[src/rtl/muldiv_sequencer.sv]
// muldiv_sequencer: launches the iterative multiplier from execute, captures
// the 64-bit product into the architectural HI/LO pair, stalls decode while a
// product is pending and serves mfhi/mflo reads with a writeback bypass.
module muldiv_sequencer #(
   parameter int WIDTH   = 32,
   parameter int TIMEOUT = 48
) (
   input  logic               clk,
   input  logic               reset,
   input  logic               mult_e,
   input  logic               signed_e,
   input  logic               mult_d,
   input  logic               mf_req_d,
   input  logic               mf_sel_d,
   input  logic               mt_we_w,
   input  logic               mt_sel_w,
   input  logic [WIDTH-1:0]   mt_data_w,
   input  logic               mult_ready,
   input  logic               mult_done,
   input  logic [2*WIDTH-1:0] product,
   output logic               start_mult,
   output logic               mult_sign,
   output logic               stall_mult,
   output logic               busy,
   output logic [WIDTH-1:0]   mf_data_d,
   output logic [WIDTH-1:0]   hi,
   output logic [WIDTH-1:0]   lo,
   output logic               err
);

   localparam int CNT_W = $clog2(TIMEOUT + 1);
   localparam logic [CNT_W-1:0] CNT_LAST = CNT_W'(TIMEOUT - 1);
   localparam logic [CNT_W-1:0] CNT_MAX  = CNT_W'(TIMEOUT);

   typedef enum logic [1:0] {
      IDLE,
      WAIT,
      CAPT
   } state_t;

   state_t           state;
   state_t           state_next;
   logic [CNT_W-1:0] cnt;
   logic             cnt_clear;
   logic             err_set;
   logic             capture;

   // State register and the watchdog counter that runs while a product is pending
   always_ff @(posedge clk) begin
      if (reset) begin
         state <= IDLE;
         cnt   <= '0;
      end else begin
         state <= state_next;
         if (cnt_clear) begin
            cnt <= '0;
         end else if (state == WAIT && cnt != CNT_MAX) begin
            cnt <= cnt + 1'b1;
         end
      end
   end

   // Next-state logic, launch pulse and the conditions that raise the sticky error
   always_comb begin
      state_next = state;
      start_mult = 1'b0;
      mult_sign  = 1'b0;
      cnt_clear  = 1'b0;
      err_set    = 1'b0;
      capture    = 1'b0;
      case (state)
         IDLE: begin
            if (mult_e) begin
               if (mult_ready) begin
                  start_mult = 1'b1;
                  mult_sign  = signed_e;
                  cnt_clear  = 1'b1;
                  state_next = WAIT;
               end else begin
                  err_set = 1'b1;
               end
            end
         end
         WAIT: begin
            if (mult_e) begin
               err_set = 1'b1;
            end
            if (mult_done) begin
               capture    = 1'b1;
               state_next = CAPT;
            end else if (cnt == CNT_LAST) begin
               err_set    = 1'b1;
               state_next = IDLE;
            end
         end
         CAPT: begin
            if (mult_e) begin
               err_set = 1'b1;
            end
            state_next = IDLE;
         end
         default: begin
            state_next = IDLE;
         end
      endcase
   end

   // Sticky error flag, cleared only by reset
   always_ff @(posedge clk) begin
      if (reset) begin
         err <= 1'b0;
      end else if (err_set) begin
         err <= 1'b1;
      end
   end

   // HI/LO update: a product capture takes priority over a coincident mthi/mtlo
   always_ff @(posedge clk) begin
      if (reset) begin
         hi <= '0;
         lo <= '0;
      end else if (capture) begin
         {hi, lo} <= product;
      end else if (mt_we_w) begin
         if (mt_sel_w) begin
            hi <= mt_data_w;
         end else begin
            lo <= mt_data_w;
         end
      end
   end

   // Decode-side read port with the writeback bypass, blocked while a product is pending
   always_comb begin
      mf_data_d = mf_sel_d ? hi : lo;
      if (mt_we_w && (mt_sel_w == mf_sel_d) && !busy) begin
         mf_data_d = mt_data_w;
      end
   end

   assign busy       = (state != IDLE);
   assign stall_mult = busy & (mult_d | mf_req_d);

endmodule

[config.mk]
export PLATFORM = sky130hd
export DESIGN_NAME = muldiv_sequencer
export DESIGN_NICKNAME = d
export VERILOG_FILES = /design/src/rtl/muldiv_sequencer.sv
export SDC_FILE = /design/constraint.sdc
export NUM_CORES = 1
export LEC_CHECK = 0
export ABC_AREA = 1
export CORE_UTILIZATION = 40
export CTS_BUF_LIST = sky130_fd_sc_hd__clkbuf_16
export DETAILED_ROUTE_END_ITERATION = 8
export GPL_TIMING_DRIVEN = 0
export HOLD_SLACK_MARGIN = 0.1
export PLACE_DENSITY = 0.86
export SLEW_MARGIN = 20
export SYNTH_ARGS = -nofsm -noshare
export SYNTH_HDL_FRONTEND = slang
export SYNTH_SLANG_ARGS = --single-unit
export TNS_END_PERCENT = 50
[constraint.sdc]
create_clock -name clk -period 1.5 [get_ports clk]
set_input_delay 0.15 -clock clk [delete_from_list [all_inputs] [get_ports clk]]
set_output_delay 0.15 -clock clk [all_outputs]
set_load 0.02 [all_outputs]
* Word-level counts from Yosys, hierarchy flattened
Index checks and enable logic that the tools add are counted.
** Word-level totals
- Register bits after elaboration :: 73
- Word-level logic and storage cells :: 56
- Bits of input ports :: 107
** Cells by class
- Reductions and logical operators :: 12
- Bitwise logic cells :: 2
- Multiplexer cells :: 27
- Eq/ne operators :: 9
- $add $sub $neg :: 1
** Operators with widths (number)
- $mux 32 :: 8
- $mux 1 :: 13
- $mux 2 :: 4
- $add 6x1->6 const B :: 1
- $eq 6x6->1 const B :: 1
- $ne 6x6->1 const B :: 1
- $reduce_bool 2->1 :: 3
- $ne 2x2->1 const B :: 2
- $pmux 2 s2 :: 1
- $reduce_and 2->1 :: 2
- $logic_and 1x1->1 :: 3
- $ne 3x2->1 const B :: 1
- $pmux 1 s3 :: 1
- $reduce_and 3->1 :: 1
- $eq 2x1->1 const B :: 1
- $eq 2x2->1 const B :: 1
- $logic_not 2->1 :: 1
- $ne 2x1->1 const B :: 1
- $reduce_or 2->1 :: 1
- $and 1x1->1 :: 1
- $eq 1x1->1 :: 1
- $logic_not 1->1 :: 1
- $or 1x1->1 :: 1

* Logic depth before layout (Yosys ltp)
- Word-level depth :: 4
- Gate-level depth with buffers :: 7
- Depth with buffers taken out :: 7

* Worst setup path after synthesis
Ideal clock, no wire load.
- Path kind :: reg2out
- From :: register state[1]
- To :: output mf_data_d[10]
- Stages on the path, launching flop included :: 5
- Data arrival time :: 1235 ps
- Slack :: 115 ps
- Required time :: 1350 ps
- Cell sequence :: dfxtp_1 nor2_2 nand3_2 buf_2 a21oi_1
** On the way
- Cells in the longest elaborated chain, start to end :: 4
** RTL lines
- start: declaration :: line 41 : state_t state;
- start signal: assignment :: line 54 : state <= state_next;
- $reduce_bool 2->1 :: line 141 : assign busy = (state != IDLE);
- $logic_not 1->1 :: line 136 : if (mt_we_w && (mt_sel_w == mf_sel_d) && !busy) begin
- $logic_and 1x1->1 :: line 136
- $mux 32 :: line 136
- end: declaration :: line 25 : output logic [WIDTH-1:0] mf_data_d,
Every way passes these cells.

* Worst setup path after layout
- From :: register state[1]
- To :: output mf_data_d[16]
The elaborated chain is that of the path after synthesis.

==> impl_metrics.csv <==
group,metric,value,unit
outcome,outcome,"finished, violations left",
outcome,violations,"negative setup slack",
hold_path,hold_class,"in2reg",
die,die_area,10580,um^2
placement,pre_cts_ws,-0.7546,ns
setup_path,worstSetupPathType,"reg2out",
clock_tree,cts_root_buf,"clkbuf_16",
synthesis,synthXorXnorAreaFrac,0.4306,%
power,swShare,33.36,%
cells_and_area,area_growth,81.82,%
routing,drt_iter0_drc,469,
hold_path,hold_path_depth,3,
synthesis,synth_top_family_by_area,"compound AO/OA/AOI/OAI gates",
synthesis,yosysSeqAreaShare,35.93,%
clock_tree,htree_levels,3,
timing,hold_slack,0.2354,ns
routing,vias_per_cell,6.102,
synthesis,postSynthCellCount,555,
cells_and_area,nNetsFinal,897,
cells_and_area,num_antenna_cells,0,
cells_and_area,multi_input_area,2719,um^2
setup_path,cp_slowest_cell,"dfxtp_4",
synthesis,yosys.area_share.simple,15.96,%
routing,routedWlPerCell,20.92,um
power,peakVddDrop,0.0006639,V
grt,antenna_found_initial,0,
synthesis,synth-seq-cells,73,
routing,drt-total-wl,19.37,mm
die,initial_core_util,41.42,%
setup_path,crit_chain,"nor2_4, nand3_4, buf_12, buf_12, nor2_4, a21oi_2, buf_6",
power,pwr-share-comb,35.0,%
synthesis,yosysWarnings,0,
clock_tree,numCtsBuffers,9,
synthesis,syn_nets,664,
clock_tree,cts.sinks,73,
grt,first_global_vias,5413,
clock_tree,insertion_delay,0.33,ns
synthesis,synth_cell_types,25,
timing,skew,0.005482,ns
synthesis,syn_area_per_cell,7.329,um^2
job,maxCapViolCount,0,
setup_path,cp-start-kind,"flop",
die,die_x,102.8,um
timing,rsz0062_at_grt,"true",
synthesis,yosys.area_share.adder,0.6152,%
routing,dr.pass1.iters,5,
grt,grt_max_degree,13,
timing,tightest_slew,0.6048,ns
cells_and_area,register_area,1469,um^2
setup_path,path_delay_family,"buffers and inverters",
clock_tree,cts_tree,"built",
setup_path,cp_num_cells,7,
placement,gp_congestion,0.9045,
routing,route.antenna.remaining_nets,0,
placement,place_inst,893,
die,rows,36,
placement,io_buffers,205,
timing,finalHoldViolCount,0,
power,p_clk_share,31.6,%
routing,drc,0,
placement,hpwl,12.93,mm
synthesis,muxShareOfSynthArea,7.875,%
grt,grt-ovfl-total,0,
timing,setup-violations-final,36,
timing,slew_viol_final,0,
timing,worst_slack,-0.2535,ns
setup_path,cp_data_arrival_time,1.60,ns
clock_tree,path_clk_slew,0.06,ns
clock_tree,holdBufCountCts,0,
grt,gr-usage-all-layers,32.94,%
setup_path,critPathRequiredTime,1.35,ns
setup_path,reg2reg_depth,8,
timing,period_share,116.9,%
setup_path,slowest_delay,0.35,ns
synthesis,synth_compound_area_share,31.01,%
setup_path,path_max_fanout,10,
power,p_seq_share,33.4,%
routing,dr_total_vias,5650,
die,io_pins,208,
die,die_h,102.8,um
timing,finalCriticalPeriod,1.753,ns
power,switching_power,0.002237,W
timing,max_clock_freq,570.3,MHz
grt,grt_pass1_wl,26.59,mm
power,powerDensity,906.5,nW/um^2
setup_path,cp-end-kind,"output port",
placement,postPlaceCellArea,6286,um^2
cells_and_area,final_area,7396,um^2
power,power.leakage,3.191,nW
die,core,9819,um^2
cells_and_area,drive_above_1_share,25.73,%
setup_path,timing.critical_path.buf_inv,3,
synthesis,synth_area,4068,um^2
power,intPower,0.004468,W
clock_tree,clock_path_buffers,2,
cells_and_area,layout.cells.non_filler,926,
timing,slew_headroom,59.68,%
cells_and_area,fillers,744,
worst reg2reg max path: stages, from the launching register on:
cell and delay [ns]:
dfxtp_2 0.36, buf_6 0.11, inv_4 0.03, nor2_4 0.21
nand2_4 0.12, nand2_2 0.14, buf_4 0.20, o21ai_0 0.11
a21oi_1 0.19
state kept, by name, summed over array words and instances, names as in the netlist:
register and flops:
state 2, lo 32, err 1, cnt 6
hi 32
path summary, 6_finish.rpt:
check                                            to  slack, ns                  start
worst max-delay path                  mf_data_d[16]      -0.25  state[1]$_SDFFE_PP0P_
worst min-delay path            lo[20]$_SDFFE_PP0P_       0.24               mt_sel_w
worst max register to register  hi[31]$_SDFFE_PP0P_      -0.04  state[0]$_SDFFE_PP0P_
worst min register to register  cnt[1]$_SDFFE_PP0P_       0.50    cnt[1]$_SDFFE_PP0P_
synthesized netlist by cell type (all sizes together):
cell type	instances	share of area (%)
nor2	45	4.5
buf	35	5.0
nor3	2	0.25
dfxtp	73	36
xnor2	1	0.22
ha	2	0.62
a31oi	1	0.15
xor2	1	0.22
o21ai	99	12
nand4	1	0.15
nand2	23	2.2
o31ai	32	5.9
mux2i	32	7.9
clkbuf	19	1.8
a21oi	103	13
inv	15	1.4
nand3	71	8.9
final cells by class:
class / count / area share, %
multi-input cells: 413 / 36.76
repair buffers: 223 / 30.62
plain buffers: 53 / 5.837
clock buffers: 9 / 3.045
inverters: 15 / 0.7951
well taps: 133 / 2.250
flip-flops and latches: 73 / 19.86
clock inverters: 7 / 0.8290
power groups by stage:
stage                     clock [W]  combinational (W)  sequential (W)
after floorplan                   0           0.000770         0.00241
after global placement            0            0.00194         0.00226
after detailed placement          0            0.00199         0.00227
after CTS                   0.00209            0.00205         0.00223
after global routing        0.00219            0.00245         0.00225
final                       0.00212            0.00234         0.00224
stage by stage:
step           total power [W]  TNS, ns  utilization (%)
2_1_floorplan         0.003175        0                -
3_3_place_gp          0.004202   -29.49            64.02
3_5_place_dp          0.004257   -33.10            64.02
4_1_cts               0.006364   -7.393            68.64
5_1_grt               0.006883   -9.097            75.32
6_report              0.006705   -7.245            75.32
layer usage:
metal,routed length (um),track usage (%)
met1,6923,37.52
met2,9606,59.08
met3,2121,6.373
met4,720,15.71
met5,0,0
cell families (layout without fill, tap and decap cells):
family          after synthesis  after routing
compound gates              235            235
fa+ha+maj                     2              2
flops                        73             73
xor+xnor                      2              2
buf+inv                      69            307
mux                          32             32
simple gates                142            142
timing repair:
action / CTS / global route
endpoints found under the hold margin: 0 / 0
buffers inserted: 6 / 7
setup endpoints to repair: 47 / 120
cloned: 1 / 4
resized for setup: 219 / 190
pin swaps: 3 / 15
placed cells by master, fill, tap and decap left out, types with 2 or more instances in the layout:
| cell | count |
|---|---|
| clkinv_2 | 3 |
| inv_1 | 13 |
| clkbuf_1 | 13 |
| nand3_4 | 2 |
| buf_12 | 6 |
| o31ai_2 | 2 |
| clkdlybuf4s50_1 | 138 |
| clkbuf_2 | 8 |
| o21ai_2 | 14 |
| mux2i_1 | 32 |
| nor3_1 | 2 |
| buf_4 | 34 |
| a21oi_1 | 67 |
| nand2_1 | 21 |
| buf_2 | 12 |
| a21oi_4 | 4 |
| dfxtp_2 | 3 |
| o31ai_1 | 30 |
| a21oi_2 | 32 |
| o21ai_1 | 31 |
| nor2_2 | 10 |
| ha_1 | 2 |
| dlymetal6s2s_1 | 25 |
| dfxtp_1 | 69 |
| dlygate4sd2_1 | 6 |
| nor2_1 | 12 |
| buf_6 | 30 |
| o21ai_0 | 53 |
| nor2_4 | 23 |
| buf_8 | 2 |
| clkinv_1 | 2 |
| nand3_1 | 69 |
| clkbuf_16 | 10 |
Power figures use the tool's default switching activity.
